`src/rtl/seq_pattern_gen.sv`:
```
// seq_pattern_gen: serial MSB-first pattern transmitter with repeat count and
// inter-frame gap, feeding the single-bit input of a sequence detector.
module seq_pattern_gen #(
   parameter int   PAT_W      = 8,
   parameter int   LEN_W      = 4,
   parameter int   CNT_W      = 4,
   parameter logic IDLE_LEVEL = 1'b0
) (
   input  logic             clock,
   input  logic             reset,
   input  logic             start,
   input  logic [PAT_W-1:0] pattern,
   input  logic [LEN_W-1:0] pat_len,
   input  logic [CNT_W-1:0] repeat_cnt,
   input  logic [CNT_W-1:0] gap_len,
   output logic             sequence_out,
   output logic             bit_valid,
   output logic             frame_start,
   output logic             busy,
   output logic             done
);

   localparam int IDX_W = (PAT_W > 1) ? $clog2(PAT_W) : 1;

   typedef enum logic [1:0] {IDLE, SHIFT, GAP} state_t;

   state_t             state_q, state_d;
   logic [PAT_W-1:0]   pat_q, pat_d;       // captured frame bits
   logic [IDX_W-1:0]   top_q, top_d;       // L-1, index of first bit sent
   logic [IDX_W-1:0]   bit_q, bit_d;       // index of bit currently on the wire
   logic [CNT_W-1:0]   frm_q, frm_d;       // frames remaining, including current
   logic [CNT_W-1:0]   glen_q, glen_d;     // captured gap length G
   logic [CNT_W-1:0]   gap_q, gap_d;       // gap cycles remaining, including current
   logic               seq_q, seq_d;
   logic               vld_q, vld_d;
   logic               fs_q, fs_d;
   logic               busy_q, busy_d;
   logic               done_q, done_d;

   int                 len_int;
   logic [IDX_W-1:0]   top_cap;
   logic [CNT_W-1:0]   frm_cap;

   assign sequence_out = seq_q;
   assign bit_valid    = vld_q;
   assign frame_start  = fs_q;
   assign busy         = busy_q;
   assign done         = done_q;

   // Clamp the requested length and frame count into their legal ranges.
   always_comb begin
      len_int = 32'(pat_len);
      if (len_int == 0)
         top_cap = '0;
      else if (len_int > PAT_W)
         top_cap = IDX_W'(PAT_W - 1);
      else
         top_cap = IDX_W'(len_int - 1);
      frm_cap = (repeat_cnt == '0) ? CNT_W'(1) : repeat_cnt;
   end

   // Next-state and registered-output logic; each branch sets what the wire shows next cycle.
   always_comb begin
      state_d = state_q;
      pat_d   = pat_q;
      top_d   = top_q;
      bit_d   = bit_q;
      frm_d   = frm_q;
      glen_d  = glen_q;
      gap_d   = gap_q;
      seq_d   = IDLE_LEVEL;
      vld_d   = 1'b0;
      fs_d    = 1'b0;
      busy_d  = busy_q;
      done_d  = 1'b0;
      unique case (state_q)
         IDLE: begin
            busy_d = 1'b0;
            if (start) begin
               state_d = SHIFT;
               pat_d   = pattern;
               top_d   = top_cap;
               bit_d   = top_cap;
               frm_d   = frm_cap;
               glen_d  = gap_len;
               seq_d   = pattern[top_cap];
               vld_d   = 1'b1;
               fs_d    = 1'b1;
               busy_d  = 1'b1;
            end
         end
         SHIFT: begin
            if (bit_q != '0) begin
               bit_d = bit_q - IDX_W'(1);
               seq_d = pat_q[bit_q - IDX_W'(1)];
               vld_d = 1'b1;
            end else if (frm_q > CNT_W'(1)) begin
               frm_d = frm_q - CNT_W'(1);
               if (glen_q != '0) begin
                  state_d = GAP;
                  gap_d   = glen_q;
               end else begin
                  bit_d = top_q;
                  seq_d = pat_q[top_q];
                  vld_d = 1'b1;
                  fs_d  = 1'b1;
               end
            end else begin
               state_d = IDLE;
               busy_d  = 1'b0;
               done_d  = 1'b1;
            end
         end
         GAP: begin
            if (gap_q > CNT_W'(1)) begin
               gap_d = gap_q - CNT_W'(1);
            end else begin
               state_d = SHIFT;
               bit_d   = top_q;
               seq_d   = pat_q[top_q];
               vld_d   = 1'b1;
               fs_d    = 1'b1;
            end
         end
         default: begin
            state_d = IDLE;
            busy_d  = 1'b0;
         end
      endcase
   end

   // State and output registers; reset aborts any transfer without a done pulse.
   always_ff @(posedge clock or posedge reset) begin
      if (reset) begin
         state_q <= IDLE;
         pat_q   <= '0;
         top_q   <= '0;
         bit_q   <= '0;
         frm_q   <= '0;
         glen_q  <= '0;
         gap_q   <= '0;
         seq_q   <= IDLE_LEVEL;
         vld_q   <= 1'b0;
         fs_q    <= 1'b0;
         busy_q  <= 1'b0;
         done_q  <= 1'b0;
      end else begin
         state_q <= state_d;
         pat_q   <= pat_d;
         top_q   <= top_d;
         bit_q   <= bit_d;
         frm_q   <= frm_d;
         glen_q  <= glen_d;
         gap_q   <= gap_d;
         seq_q   <= seq_d;
         vld_q   <= vld_d;
         fs_q    <= fs_d;
         busy_q  <= busy_d;
         done_q  <= done_d;
      end
   end

endmodule
```
`config.mk`:
```
export PLATFORM = sky130hd
export DESIGN_NAME = seq_pattern_gen
export DESIGN_NICKNAME = d
export VERILOG_FILES = /design/src/rtl/seq_pattern_gen.sv
export SDC_FILE = /design/constraint.sdc
export NUM_CORES = 1
export LEC_CHECK = 0
export BUFFER_PORTS_ARGS = -buffer_cell sky130_fd_sc_hd__buf_2
export CELL_PAD_IN_SITES_DETAIL_PLACEMENT = 1
export CELL_PAD_IN_SITES_GLOBAL_PLACEMENT = 2
export CORE_UTILIZATION = 39
export DETAILED_ROUTE_END_ITERATION = 16
export PLACE_DENSITY = 0.89
export SYNTH_ARGS = -nofsm -noshare
export SYNTH_HDL_FRONTEND = slang
export SYNTH_SLANG_ARGS = --single-unit
```
`constraint.sdc`:
```
create_clock -name clock -period 3.9 [get_ports clock]
set_input_delay 0.585 -clock clock [delete_from_list [all_inputs] [get_ports clock]]
set_output_delay 0.585 -clock clock [all_outputs]
set_load 0.005 [all_outputs]
```
==> flow_summary.ini, run 1 <==
[status]
outcome = finished, final reports clean

[clock_network]
cts_tree = done
cts.path.max_buffers = 2
post_cts_buffers = 0
holdBufCountCts = 0
cts_max_level = 2
clk_pin_slew_ns = 0.06
worst_skew_pair.late_latency_ns = 0.28
cts-buffers-inserted = 5
ctsResizeCount = 0
cts_root_buf = sky130_fd_sc_hd__clkbuf_8
cts_num_sinks = 33

[sta]
timing.final.crit_share = 0.637
finalSetupViolCount = 0
worstMarginPinSlew_ns = 0.705
hold_viol = 0
max_freq_mhz = 403
fin_worst_skew_ns = 0.00438
post-route-min-period_ns = 2.48
finalHoldWorstSlack_ns = 0.376
slew_viol_final = 0
final.setup.tns_ns = 0
rsz0062_at_grt = no
slew_headroom = 0.530

[worst_setup_path]
cp_slowest_cell = sky130_fd_sc_hd__ha_1
critPathArrivalTime_ns = 2.63
source_of_the_worst_register_to_register_timing_path = state_q[1]
critical-path-max-stage-delay_ns = 0.61
critPathRequiredTime_ns = 4.04
worstPathMaxFanout = 20
criticalPathCategory = register to register
worstSetupEndpoint = gap_q[3]
setup.worst_path.start = state_q[1]
setup.worst_path.end_class = register
reg2reg_setup_slack_ns = 1.42
worst_r2r_endpoint = gap_q[3]
timing.reg2reg.worst_path_depth = 8
startpoint_type = register
critical_path.cell_chain = inv_1 > ha_1 > o41ai_1 > a211oi_1 > a2bb2oi_2 > nand3_1 > o21ai_0 > a21oi_1

[drt]
drt_pass1_iterations = 4
drtIter0Drc = 62
wl_met2_um = 2550
route.final.wire_length_um = 4970
via_per_inst = 5.34
wire_per_inst_um = 15.9
wirelength_met1_um = 2220
route.detailed.drc = 0
routed-via-count = 1672
top_layer = met4
final_antenna_net_count = 0
met3RoutedLength_um = 140

[global_route]
antenna_found_initial = 0
grt_first_pass_wirelength_um = 8210
maximum_number_of_pins_on_one_net_before_global_route_repair = 34
grt_use_total = 0.200
global_route.overflow_total = 0
first_global_vias = 1685

[power]
power.ir.vdd_worst_v = 0.000242
p_leak_uw = 0.00106
power_per_cell_area_nw_per_um2 = 809

[floorplanning]
core.rowCount = 26
num_io_pins = 28
fp.dieArea_um2 = 5600
die_x_um = 74.8
die_y_um = 74.8
start_util = 0.405
core_footprint_um2 = 5110

[synth]
postSynth.asyncResetShare = 1.00
synth.yosys.seq_area_share = 0.400
cell_area_synth_um2 = 2070
count_of_flip_flops_with_a_built_in_enable_after_synthesis = 0
synth_seq_cells = 33
syn-instance-count = 214
postSynthAreaPerCell_um2 = 9.66
synth_flop_cell = sky130_fd_sc_hd__dfrtp_1
syn-num-nets = 248
ys_warn_count = 0
synthDistinctLibCells = 46

[layout]
final_cell_mix = 33 x sky130_fd_sc_hd__dfrtp_1, 27 x sky130_fd_sc_hd__buf_2, 25 x sky130_fd_sc_hd__nand2_1
mostFrequentLayoutCell = sky130_fd_sc_hd__dfrtp_1
n_antenna_cell = 0
fin_area_um2 = 2350
finish.net_count = 277
finish.utilization = 0.460
layout-drive-gt1-share = 0.251
areaGrowthSynthToFinish_pct = 13.7

[placed_design]
buffer_ports.inserted = 27
place.gp.congestion = 0.761
post_place_instance_area_um2 = 2260
hpwl_um = 3810

[hold_path]
min_path_type = input port to asynchronous set/reset pin

[run]
max-cap-violations = 0
-- per-layer routing --
layer	global-route usage	up-vias
li1	-	821
met1	0.245	815
met2	0.353	29
met3	0.0402	7
met4	0.0629	0
met5	0	-
-- metrics by stage --
| step | total power, uW | std cells | setup slack, ns |
|---|---|---|---|
| final | 1900 | 313 | 1.42 |
| after CTS | 1930 | 313 | 1.40 |
| after global placement | 1610 | 306 | 1.52 |
| after detailed placement | 1660 | 306 | 1.40 |
| after floorplan | 1420 | 214 | 1.88 |
| after global routing | 2080 | 313 | 1.21 |
-- worst max-delay path, delay by kind of cell (launching register included) --
family | cells | cell delay (ns)
compound gates | 5 | 1.09
fa+ha+maj | 1 | 0.61
flops | 1 | 0.40
buf+inv | 1 | 0.12
simple gates | 1 | 0.12
-- cells by family (layout without fill, tap and decap cells) --
family	Yosys count	in the layout	synth area share
and+or+nand+nor	66	66	0.157
AOI/OAI and AO/OA	59	59	0.184
DFF	33	33	0.400
muxes	22	22	0.143
buffers and inverters	22	51	0.0448
adders and majority gates	11	11	0.0666
xor gates and xnor gates	1	1	0.00424
-- power by group --
part	switching, uW	internal, uW
Clock	117	140
Combinational	499	474
Sequential	161	512
Total	777	1130
-- cells in the mapped netlist, types with 3 or more instances --
| cell | instances | area [um^2] |
|---|---|---|
| sky130_fd_sc_hd__dfrtp_1 | 33 | 826 |
| sky130_fd_sc_hd__nand2_1 | 25 | 93.8 |
| sky130_fd_sc_hd__o21ai_0 | 18 | 90.1 |
| sky130_fd_sc_hd__inv_1 | 16 | 60.1 |
| sky130_fd_sc_hd__a21oi_1 | 15 | 75.1 |
| sky130_fd_sc_hd__ha_1 | 11 | 138 |
| sky130_fd_sc_hd__nor2_1 | 11 | 41.3 |
| sky130_fd_sc_hd__mux2_2 | 9 | 101 |
| sky130_fd_sc_hd__nand2b_1 | 7 | 43.8 |
| sky130_fd_sc_hd__mux2i_1 | 6 | 60.1 |
| sky130_fd_sc_hd__nand3_1 | 6 | 30.0 |
| sky130_fd_sc_hd__nor3_1 | 6 | 30.0 |
| sky130_fd_sc_hd__clkbuf_1 | 5 | 18.8 |
| sky130_fd_sc_hd__mux4_2 | 4 | 90.1 |
| sky130_fd_sc_hd__a211oi_1 | 3 | 22.5 |
| sky130_fd_sc_hd__a31oi_1 | 3 | 18.8 |
| sky130_fd_sc_hd__mux2_4 | 3 | 45.0 |
-- registers in the layout (all words and copies together) (netlist names) --
register,flops
done,1
busy,1
sequence_out,1
pat_q,8
top_q,3
bit_valid,1
frm_q,4
bit_q,3
state_q,2
glen_q,4
gap_q,4
frame_start,1
-- cell type report --
class / count / area [um^2]
flip-flops and latches: 33 / 826
clock buffers: 7 / 86.3
multi-input cells: 159 / 1150
well taps: 70 / 87.6
repair buffers: 28 / 143
fillers: 624 / 2760
inverters: 16 / 60.1
-- worst min-delay path by stage --
stage / startpoint / endpoint / slack (ns) / cells after the start
floorplan: pat_q[6] / pat_q[6] / 0.46 / 2
global placement: pat_q[0] / pat_q[0] / 0.49 / 2
detailed placement: pat_q[0] / pat_q[0] / 0.50 / 2
CTS: reset / top_q[0] / 0.40 / 3
global route: reset / top_q[1] / 0.42 / 3
finish: reset / top_q[0] / 0.38 / 3
Power figures use the tool's default switching activity.
==> run 2: changes to the inputs <==
Settings changed: CORE_UTILIZATION 39 to 32, PLACE_DENSITY 0.89 to 0.78.
Clock period 3.9 ns to 2.05 ns, I/O delays scaled along.
==> run 2 against run 1 <==
Net effect: design area rose by 4.7%; largest power group unchanged; count of clock-buffer cells in the layout shrank 2; first-iteration DRC count down 26%; hold slack got worse by 0.27 ns; critical endpoint unchanged; combinational power increased by 110%; sequential share of layout area fell by 1.6 points; worst setup slack worse by 1.3 ns.
==> flow_summary.ini, run 2 (synthesized netlist as in run 1, its figures left out) <==
[status]
outcome = finished, final reports clean

[global_route]
global_route.overflow_total = 0
maximum_number_of_pins_on_one_net_before_global_route_repair = 34
antenna_found_initial = 0
grt_first_pass_wirelength_um = 8820
first_global_vias = 1776
grt_use_total = 0.175

[sta]
hold_viol = 0
worstMarginPinSlew_ns = 0.718
fin_worst_skew_ns = 0.00600
layout_setup_ws_ns = 0.155
rsz0062_at_grt = no
finalSetupViolCount = 0
timing.final.crit_share = 0.924
slew_viol_final = 0
slew_headroom = 0.515
max_freq_mhz = 528
post-route-min-period_ns = 1.89

[drt]
route.detailed.drc = 0
drtIter0Drc = 46
drt_pass1_iterations = 6
routed-via-count = 1709
via_per_inst = 5.19
final_antenna_net_count = 0
wire_per_inst_um = 16.0
route.final.wire_length_um = 5270

[clock_network]
cts_num_sinks = 33
holdBufCountCts = 0
clk_pin_slew_ns = 0.07
cts_max_level = 2
cts_tree = done
cts.path.max_buffers = 2
cts_root_buf = sky130_fd_sc_hd__clkbuf_8
worst_skew_pair.late_latency_ns = 0.29
cts-buffers-inserted = 5

[layout]
finish.net_count = 287
final_cell_mix = 33 x sky130_fd_sc_hd__dfrtp_1, 27 x sky130_fd_sc_hd__buf_2, 25 x sky130_fd_sc_hd__nand2_1
largest_register_ff_count = 8
layout-drive-gt1-share = 0.295
areaGrowthSynthToFinish_pct = 19.1
n_antenna_cell = 0
finish.utilization = 0.406
fillers = 719
register_ranked_first_by_flip_flop_count = pat_q
fin_area_um2 = 2460
mostFrequentLayoutCell = sky130_fd_sc_hd__dfrtp_1

[placed_design]
buffer_ports.inserted = 27
post_place_instance_area_um2 = 2350
preCtsSetupSlack_ns = -0.0407
place.gp.congestion = 0.765
hpwl_um = 4020

[run]
max-cap-violations = 0

[floorplanning]
core_footprint_um2 = 6060
die_y_um = 82.4
core.rowCount = 28
start_util = 0.341
num_io_pins = 28
fp.dieArea_um2 = 6780
die_x_um = 82.4

[worst_setup_path]
critPathRequiredTime_ns = 2.22
setup.worst_path.end_class = register
worst_r2r_endpoint = gap_q[3]
startpoint_type = register
source_of_the_worst_register_to_register_timing_path = frm_q[0]
reg2reg_setup_slack_ns = 0.16
worstPathMaxFanout = 8
timing.reg2reg.worst_path_depth = 8
criticalPathCategory = register to register
critPathArrivalTime_ns = 2.07

[power]
power_per_cell_area_nw_per_um2 = 1530
p_leak_uw = 0.00111
report.power.total_uw = 3770
power.ir.vdd_worst_v = 0.000608

[hold_path]
min_path_type = input port to asynchronous set/reset pin
## run 2: worst max path at each step
stage,startpoint,to,slack (ns)
4_1_cts,frm_q[0],gap_q[3],0.07
3_3_place_gp,pat_len[0],sequence_out,-0.06
2_1_floorplan,frm_q[0],gap_q[3],0.21
5_1_grt,frm_q[0],gap_q[2],0.007
6_report,frm_q[0],gap_q[3],0.16
3_5_place_dp,pat_len[0],sequence_out,-0.04
## run 2: cell type report
cell class                 instances  area [um^2]  share of cell area
inverter                          16         60.1              0.0244
timing repair buffer              38          218              0.0885
multi-input combinational        159         1180               0.478
tap                               75         93.8              0.0381
clock buffer                       5         68.8              0.0280
sequential                        33          826               0.336
clock inverter                     3         17.5             0.00712
## run 2: per-stage QoR
step | TNS [ns] | std cells | hold slack, ns
detailed placement | -0.0500 | 321 | 0.435
floorplan | 0 | 214 | 0.424
global placement | -0.0555 | 321 | 0.426
CTS | 0 | 329 | 0.124
global route | 0 | 329 | 0.152
finish | 0 | 329 | 0.106
## run 2: worst max-delay path: stages, from the launching register on
cell	delay, ns
sky130_fd_sc_hd__dfrtp_1	0.40
sky130_fd_sc_hd__inv_1	0.07
sky130_fd_sc_hd__ha_1	0.22
sky130_fd_sc_hd__or2_4	0.28
sky130_fd_sc_hd__a211oi_4	0.31
sky130_fd_sc_hd__a2bb2oi_4	0.24
sky130_fd_sc_hd__nand3_1	0.10
sky130_fd_sc_hd__o21ai_0	0.08
sky130_fd_sc_hd__a21oi_1	0.09
## run 2: repair_timing
action | CTS | global route
gates resized for setup | 1 | 3
pin swaps | 1 | 1
setup buffers | 0 | 0
endpoints found under the setup margin | 2 | 7
## run 2: layer usage
metal / up-vias / wire (um) / global-route usage / part of all wire
li1: 839 / - / - / -
met1: 843 / 2540 / 0.233 / 0.48
met2: 22 / 2550 / 0.291 / 0.48
met3: 5 / 131 / 0.0330 / 0.025
met4: 0 / 44 / 0.0421 / 0.0084
met5: - / 0 / 0 / 0
## run 2: where the power goes
| group | switching (uW) | internal (uW) |
|---|---|---|
| clock network | 261 | 235 |
| registers | 277 | 973 |
| logic | 1030 | 1000 |
==> run 3: changes to the inputs <==
Settings changed: ABC_AREA from default to 1, CORE_UTILIZATION 32 to 30, PLACE_DENSITY 0.78 to 0.8.
==> run 3 against run 2 <==
Net effect: combinational power about the same; critical path depth unchanged; clock skew up 0.0033 ns; utilization down 4.4 points; fmax up 3.3%; global-route usage down 1.5 points; routed wire length down 0.47%; largest cell class unchanged; largest power group unchanged.
==> flow_summary.ini, run 3 <==
[worst_setup_path]
criticalPathCategory = register to register
worstPathMaxFanout = 8
critPathArrivalTime_ns = 2.01
startpoint_type = register
critPathRequiredTime_ns = 2.23
setup.worst_path.end_class = register

[run]
max-cap-violations = 0

[global_route]
first_global_vias = 1950
grt_first_pass_wirelength_um = 9140
global_route.overflow_total = 0
maximum_number_of_pins_on_one_net_before_global_route_repair = 34
antenna_found_initial = 0
grt_use_total = 0.159

[drt]
drt_pass1_iterations = 4
route.final.wire_length_um = 5240
final_antenna_net_count = 0
via_per_inst = 4.59
routed-via-count = 1876
drtIter0Drc = 45
wire_per_inst_um = 12.8
route.detailed.drc = 0

[floorplanning]
core_footprint_um2 = 6790
start_util = 0.310
num_io_pins = 28
die_y_um = 85.8
die_x_um = 85.8
core.rowCount = 30
fp.dieArea_um2 = 7360

[sta]
slew_headroom = 0.677
rsz0062_at_grt = no
timing.final.crit_share = 0.895
post-route-min-period_ns = 1.83
final.setup.tns_ns = 0
fin_worst_skew_ns = 0.00933
max_freq_mhz = 545
hold_viol = 0
worstMarginPinSlew_ns = 0.484
layout_setup_ws_ns = 0.215
finalSetupViolCount = 0
slew_viol_final = 0

[placed_design]
buffer_ports.inserted = 27
post_place_instance_area_um2 = 2360
preCtsSetupSlack_ns = 0.194
place.gp.congestion = 0.741
hpwl_um = 4130

[synth]
syn-instance-count = 280
synthDistinctLibCells = 34
netlist.top_cell.by_area = sky130_fd_sc_hd__dfrtp_1
syn-num-nets = 314
ys_warn_count = 0
yosys-top-cells-area = sky130_fd_sc_hd__dfrtp_1 39%, sky130_fd_sc_hd__nand2_1 13%, sky130_fd_sc_hd__inv_1 7.8%
synth_seq_cells = 33
synth.cells.most_frequent = 71 x sky130_fd_sc_hd__nand2_1, 44 x sky130_fd_sc_hd__inv_1, 33 x sky130_fd_sc_hd__dfrtp_1, 29 x sky130_fd_sc_hd__o21ai_0, 28 x sky130_fd_sc_hd__nand3_1
synth_flop_cell = sky130_fd_sc_hd__dfrtp_1
postSynth.asyncResetShare = 1.00
postSynthAreaPerCell_um2 = 7.53
most_frequently_used_cell_type_in_the_post_synthesis_netlist = sky130_fd_sc_hd__nand2_1
count_of_flip_flops_with_a_built_in_enable_after_synthesis = 0
synth.yosys.seq_area_share = 0.392
cell_area_synth_um2 = 2110
synthDominantCellAreaShare = 0.392

[layout]
largest_register_ff_count = 8
register_ranked_first_by_flip_flop_count = pat_q
mostFrequentLayoutCell = sky130_fd_sc_hd__nand2_1
finish.net_count = 346
final_cell_mix = 71 x sky130_fd_sc_hd__nand2_1, 44 x sky130_fd_sc_hd__inv_1, 33 x sky130_fd_sc_hd__dfrtp_1
fin_area_um2 = 2460
n_antenna_cell = 0
areaGrowthSynthToFinish_pct = 16.7
layout-drive-gt1-share = 0.173

[hold_path]
min_path_type = input port to asynchronous set/reset pin

[power]
p_leak_uw = 0.00126
power_per_cell_area_nw_per_um2 = 1530
power.ir.vdd_worst_v = 0.000361

[clock_network]
holdBufCountCts = 0
clk_pin_slew_ns = 0.08
post_cts_buffers = 0
cts.path.max_buffers = 2
cts-buffers-inserted = 5
ctsResizeCount = 0
cts_num_sinks = 33
worst_skew_pair.late_latency_ns = 0.29
cts_root_buf = sky130_fd_sc_hd__clkbuf_8
cts_tree = done
cts_max_level = 2

[status]
outcome = finished, final reports clean
==> run 3: cell count changes after synthesis, sizes merged, moves of 5 or more <==
cell,before,now
a21oi,16,3
inv,16,47
mux2,12,0
mux2i,6,0
nand2,26,74
nand2b,7,0
nand3,6,30
nor2,12,17
o211ai,1,6
o21ai,20,34
==> run 3: logic make-up after synthesis <==
logic type / after synthesis / share of synthesized area
simple gates: 126 / 0.267
buf+inv: 54 / 0.105
compound gates: 51 / 0.150
flops: 33 / 0.392
fa+ha+maj: 11 / 0.0653
xor+xnor: 5 / 0.0208
==> run 3: worst paths after layout <==
check                                start         to  slack [ns]  cells past startpoint
min in group clock              gap_len[2]  glen_q[2]        0.22                      3
worst max register to register    bit_q[0]   frm_q[3]        0.22                      8
worst min-delay path                 reset   gap_q[3]        0.11                      3
worst max-delay path              bit_q[0]   frm_q[3]        0.22                      8
max in group asynchronous            reset   pat_q[1]        1.62                      3
worst min register to register    bit_q[1]   bit_q[1]        0.50                      2
==> run 3: metal layers <==
layer / track usage / routed length, um
met1: 0.204 / 2520
met4: 0.0409 / 53
met2: 0.277 / 2490
met3: 0.0289 / 181
met5: 0 / 0
==> run 3: critical path, cell delays in order, from the launching register on <==
cell and delay [ns]:
sky130_fd_sc_hd__dfrtp_1 0.48, sky130_fd_sc_hd__inv_1 0.19, sky130_fd_sc_hd__ha_1 0.22, sky130_fd_sc_hd__nand2_2 0.08
sky130_fd_sc_hd__nand2_4 0.10, sky130_fd_sc_hd__nand2_4 0.07, sky130_fd_sc_hd__nor3_4 0.32, sky130_fd_sc_hd__o211ai_1 0.14
sky130_fd_sc_hd__o21a_1 0.12
==> run 3: stage by stage <==
step           cells  utilization  total power (uW)  hold slack (ns)
2_1_floorplan    280            -              2740            0.428
3_3_place_gp     401        0.347              3200            0.426
3_5_place_dp     401        0.347              3260            0.440
4_1_cts          409        0.362              3830            0.124
5_1_grt          409        0.362              4190            0.147
6_report         409        0.362              3770            0.108
==> run 3: final cells by class <==
class | instances | area [um^2]
well taps | 96 | 120
clock buffers | 7 | 96.3
inverters | 48 | 185
clock inverters | 1 | 5.00
multi-input cells | 193 | 1060
repair buffers | 31 | 165
flip-flops and latches | 33 | 826
fillers | 842 | 4340
==> run 3: power by group <==
| group | internal, uW | total [uW] | leakage (uW) | switching (uW) |
|---|---|---|---|---|
| registers | 967 | 1170 | 0.000405 | 203 |
| clock network | 304 | 560 | 0.0000542 | 256 |
| logic | 759 | 2040 | 0.000805 | 1280 |
| total | 2030 | 3770 | 0.00126 | 1740 |
